--- src/rtl/serial_alu.sv ---
// Digit-serial N-bit ALU: DIGIT bits per clock, LSB first, carry held in a flop.
// Valid/ready handshake on both sides; result and flags held until consumed.
module serial_alu #(
    parameter int WIDTH = 32,
    parameter int DIGIT = 1
) (
    input  logic             clk,
    input  logic             rst_n,
    input  logic             in_valid,
    output logic             in_ready,
    input  logic [WIDTH-1:0] a,
    input  logic [WIDTH-1:0] b,
    input  logic [2:0]       op,
    output logic             out_valid,
    input  logic             out_ready,
    output logic [WIDTH-1:0] result,
    output logic             carry,
    output logic             overflow,
    output logic             zero
);

    localparam int N  = WIDTH / DIGIT;
    localparam int CW = (N > 1) ? $clog2(N) : 1;

    localparam logic [1:0] IDLE = 2'd0;
    localparam logic [1:0] RUN  = 2'd1;
    localparam logic [1:0] DONE = 2'd2;

    localparam logic [2:0] OP_ADD  = 3'b000;
    localparam logic [2:0] OP_SUB  = 3'b001;
    localparam logic [2:0] OP_XOR  = 3'b010;
    localparam logic [2:0] OP_SLT  = 3'b011;
    localparam logic [2:0] OP_AND  = 3'b100;
    localparam logic [2:0] OP_NAND = 3'b101;
    localparam logic [2:0] OP_NOR  = 3'b110;
    localparam logic [2:0] OP_OR   = 3'b111;

    logic [1:0]       state;
    logic [WIDTH-1:0] a_sr;
    logic [WIDTH-1:0] b_sr;
    logic [WIDTH-1:0] res_sr;
    logic [2:0]       op_q;
    logic [CW-1:0]    cnt;
    logic             cy;

    logic [DIGIT-1:0] da;
    logic [DIGIT-1:0] db;
    logic [DIGIT-1:0] dout;
    logic [DIGIT:0]   dsum;
    logic [WIDTH-1:0] res_next;
    logic [WIDTH-1:0] res_fin;
    logic             sub_in;
    logic             is_arith;
    logic             is_slt;
    logic             cout;
    logic             cmsb;
    logic             dovf;
    logic             last;

    assign sub_in   = (op == OP_SUB) || (op == OP_SLT);
    assign is_arith = (op_q == OP_ADD) || (op_q == OP_SUB);
    assign is_slt   = (op_q == OP_SLT);

    assign da   = a_sr[DIGIT-1:0];
    assign db   = b_sr[DIGIT-1:0];
    assign dsum = {1'b0, da} + {1'b0, db} + {{DIGIT{1'b0}}, cy};

    // Carry into the digit's top bit recovered from the sum bit and its inputs.
    assign cout = dsum[DIGIT];
    assign cmsb = dsum[DIGIT-1] ^ da[DIGIT-1] ^ db[DIGIT-1];
    assign dovf = cout ^ cmsb;
    assign last = (cnt == CW'(N - 1));

    always_comb begin
        dout = dsum[DIGIT-1:0];
        case (op_q)
            OP_XOR:  dout = da ^ db;
            OP_AND:  dout = da & db;
            OP_NAND: dout = ~(da & db);
            OP_NOR:  dout = ~(da | db);
            OP_OR:   dout = da | db;
            default: dout = dsum[DIGIT-1:0];
        endcase
    end

    generate
        if (N == 1) begin : g_one
            assign res_next = dout;
        end else begin : g_many
            assign res_next = {dout, res_sr[WIDTH-1:DIGIT]};
        end
    endgenerate

    assign res_fin = is_slt ?
        {{(WIDTH-1){1'b0}}, dsum[DIGIT-1] ^ dovf} : res_next;

    always_ff @(posedge clk or negedge rst_n) begin
        if (!rst_n) begin
            state    <= IDLE;
            a_sr     <= '0;
            b_sr     <= '0;
            res_sr   <= '0;
            op_q     <= '0;
            cnt      <= '0;
            cy       <= 1'b0;
            carry    <= 1'b0;
            overflow <= 1'b0;
            zero     <= 1'b0;
        end else begin
            case (state)
                IDLE: begin
                    if (in_valid) begin
                        a_sr  <= a;
                        b_sr  <= sub_in ? ~b : b;
                        op_q  <= op;
                        cnt   <= '0;
                        cy    <= sub_in;
                        state <= RUN;
                    end
                end
                RUN: begin
                    a_sr <= a_sr >> DIGIT;
                    b_sr <= b_sr >> DIGIT;
                    cy   <= cout;
                    cnt  <= cnt + CW'(1);
                    if (last) begin
                        res_sr   <= res_fin;
                        carry    <= is_arith & cout;
                        overflow <= is_arith & dovf;
                        zero     <= (res_fin == '0);
                        state    <= DONE;
                    end else begin
                        res_sr <= res_next;
                    end
                end
                DONE: begin
                    if (out_ready) begin
                        state <= IDLE;
                    end
                end
                default: state <= IDLE;
            endcase
        end
    end

    assign in_ready  = (state == IDLE);
    assign out_valid = (state == DONE);
    assign result    = res_sr;

endmodule
--- config.mk ---
export PLATFORM = sky130hd
export DESIGN_NAME = serial_alu
export DESIGN_NICKNAME = d
export VERILOG_FILES = /design/src/rtl/serial_alu.sv
export SDC_FILE = /design/constraint.sdc
export NUM_CORES = 1
export LEC_CHECK = 0
export CORE_AREA = 2 2 114 94
export CTS_CLUSTER_DIAMETER = 80
export CTS_CLUSTER_SIZE = 12
export DETAILED_ROUTE_END_ITERATION = 8
export DIE_AREA = 0 0 116 96
export PLACE_DENSITY = 0.78
export SLEW_MARGIN = 20
export SYNTH_ARGS = -nofsm -noshare
export SYNTH_HDL_FRONTEND = slang
export SYNTH_SLANG_ARGS = --single-unit
--- constraint.sdc ---
create_clock -name clk -period 2.96 [get_ports clk]
set_input_delay 0.888 -clock clk [delete_from_list [all_inputs] [get_ports clk]]
set_output_delay 0.888 -clock clk [all_outputs]
set_load 0.02 [all_outputs]
==> results.toml <==
[run_status]
status = "complete, no violations"

[timing]
setup_tns_ps = 0
hold_viol = 0
rsz0062_at_grt = "false"
final-max-slew-violation-count = 0
finClkSkew_ps = 8.56
tightest_slew_ps = 571
fin_crit_ps = 2550
slew_headroom_pct = 61.9
setup_viol = 0
timing.final.crit_share_pct = 86.1
max_freq_mhz = 392

[drt]
drc_errors = 0
first_pass_iters = 5
ant_nets = 0
vias_per_cell = 5.49
drt-met1-wl_um = 5070
vias = 3774
first_iter_violations = 292
wl_per_cell_um = 15.7
wl_met2_um = 5000
finalWirelength_um = 10800
top_layer = "met4"
wl_met3_um = 668

[grt]
grt_pass1_vias = 3493
antenna_found_initial = 0
grtUsageTotal_pct = 20.2
grt_start_max_net_pins = 53
grt_overflow_total = 0
grt_pass1_wl_um = 17500

[power_and_ir_drop]
clkPwrFrac_pct = 17.8
total_power_mw = 6.42
netSwitchingPower_mw = 2.35
netSwitchingFraction_pct = 36.5
p_int_mw = 4.08
leakage_nw = 2.81
share_comb_of_total_power_pct = 40.3
pwr-share-seq_pct = 41.9
ir_worst_vdd_v = 0.000393
powerDensity_nw_per_um2 = 1000

[critical_path]
worstSetupPathType = "flip-flop to output port"
worstPathArrival_ps = 1660
critPathMaxFanout = 6
cp-end-kind = "output port"
crit_chain = "nand2b_1 -> inv_1 -> clkdlybuf4s50_1"
worstPathRequired_ps = 2070
start_kind = "flip-flop"
slowest_delay_ps = 590
cp_slowest_cell = "clkdlybuf4s50_1"
cpLargestDelayFamily = "buffers and inverters"
worst-path-buf-inv = 2

[finish]
fin_util_pct = 64.2
finalInstanceArea_um2 = 6410
antennaDiodeCount = 0
nNetsFinal = 620
syn_to_final_growth_pct = 30.3
drive_gt1_share_pct = 5.66

[clocking]
cts_setup_buffers = 0
cts_max_path_buffers = 2
cts.hold.buffers_added = 0
cts_made_buffers = 9
cts-resized-gates = 0
htree_levels = 3
cts_sinks = 110
cts.reportedPaths.clkPinSlew_ps = 80
clock_latency_ps = 340
cts.root.buffer_cell = "clkbuf_16"
cts_tree = "yes"

[yosys]
synth_most_common_cell = "dfrtp_1"
synth_top_area_share_pct = 55.9
dominantRegCellSynth = "dfrtp_1"
yosysTopAreaCell = "dfrtp_1"
synth_common_cells = "110 x dfrtp_1, 82 x nand2_1, 36 x nor2_1"
synth_cell_type_count = 33
synth_area_leaders = "dfrtp_1 56%, a221o_1 6.7%, nand2_1 6.3%"
yosysWarnings = 0
syn_inst = 450
synth.avg_cell_area_um2 = 10.9
synth_edf_count = 0
synth-seq-area-share_pct = 55.9
netlist_area_um2 = 4920
ys_ff_latch = 110
syn_nets = 527
ys_async_sr_fraction_pct = 100

[run]
cap_violations = 0

[die]
initial_utilization_pct = 49.3
io_pins = 108
die_w_um = 116
core_area_um2 = 9990
die_y_um = 96
die_area_um2 = 11100
rows = 33

[placement]
dp_hpwl_um = 7200
place_congestion = 0.824
dpl_cell_area_um2 = 6110
port_buffers = 107

[worst_hold_path]
hold_class = "input pin to asynchronous set/reset pin"
## final cells by class
class                   count  area [µm²]
multi-input cells         300        2000
well taps                 140         175
flip-flops and latches    110        2750
repair buffers            118        1190
inverters                   4        15.0
clock buffers              11         243
clock inverters             5        41.3
fillers                   814        3580
## worst register-to-register path, delay by kind of cell, from the launching register on
family                 cells  cell delay (ps)
and+or+nand+nor            2              770
buffers and inverters      2              420
DFF                        1              500
AOI/OAI and AO/OA          1              290
## cell usage in the layout, fill, tap and decap left out, drive strengths merged, types with 2 or more instances in the layout
cell	n
xor2	2
fa	2
clkinvlp	2
inv	6
nor2	37
nand4	2
nand4b	2
nand2	82
nand2b	2
a22o	31
mux2i	3
ha	4
dfrtp	110
o21ai	12
o41ai	2
nor4	7
a221o	33
nor3	2
clkbuf	11
nand3	2
a22oi	31
nand3b	2
buf	12
xnor2	34
clkdlybuf4s50	106
nor2b	3
## registers in the layout (all words and copies together) (netlist names), 2 cells and up
register  count
a_sr         32
b_sr         32
result       32
cnt           5
op_q          3
state         2
## logic make-up after synthesis
group,Yosys count,synth area share (%)
and+or+nand+nor,145,12.7
AOI/OAI and AO/OA,110,18.6
DFF,110,55.9
buffers and inverters,40,3.94
xor gates and xnor gates,36,6.40
adders and majority gates,6,1.83
muxes,3,0.610
## metrics by stage
| stage | hold slack [ps] | worst slack (ps) | cells |
|---|---|---|---|
| global placement | 455 | 142 | 671 |
| global route | 490 | 340 | 688 |
| CTS | 475 | 404 | 687 |
| detailed placement | 462 | 115 | 671 |
| finish | 468 | 412 | 688 |
| floorplan | 437 | 1010 | 450 |
## routing by layer
metal  global-route usage (%)  vias to the layer above
li1                         -                     1792
met3                     5.35                        2
met1                     29.2                     1858
met2                     31.3                      122
met5                        0                        -
met4                     3.37                        0
## power groups by stage
stage	registers (mW)	clock network, mW	logic, mW
floorplan	2.80	0	1.55
global route	2.78	1.23	2.85
global placement	2.68	0	2.49
CTS	2.69	1.17	2.60
detailed placement	2.69	0	2.60
finish	2.69	1.14	2.59
## worst paths after layout
| kind | startpoint | endpoint | slack, ps | cells past startpoint |
|---|---|---|---|---|
| max | state[0] | out_valid | 410 | 3 |
| min in group clk | cnt[3] | cnt[3] | 470 | 1 |
| min reg2reg | cnt[3] | cnt[3] | 470 | 1 |
| max reg2reg | state[0] | b_sr[4] | 860 | 5 |
| max in group asynchronous | rst_n | a_sr[22] | 1750 | 2 |
| min | rst_n | result[20] | 470 | 1 |
Power figures use the tool's default switching activity.
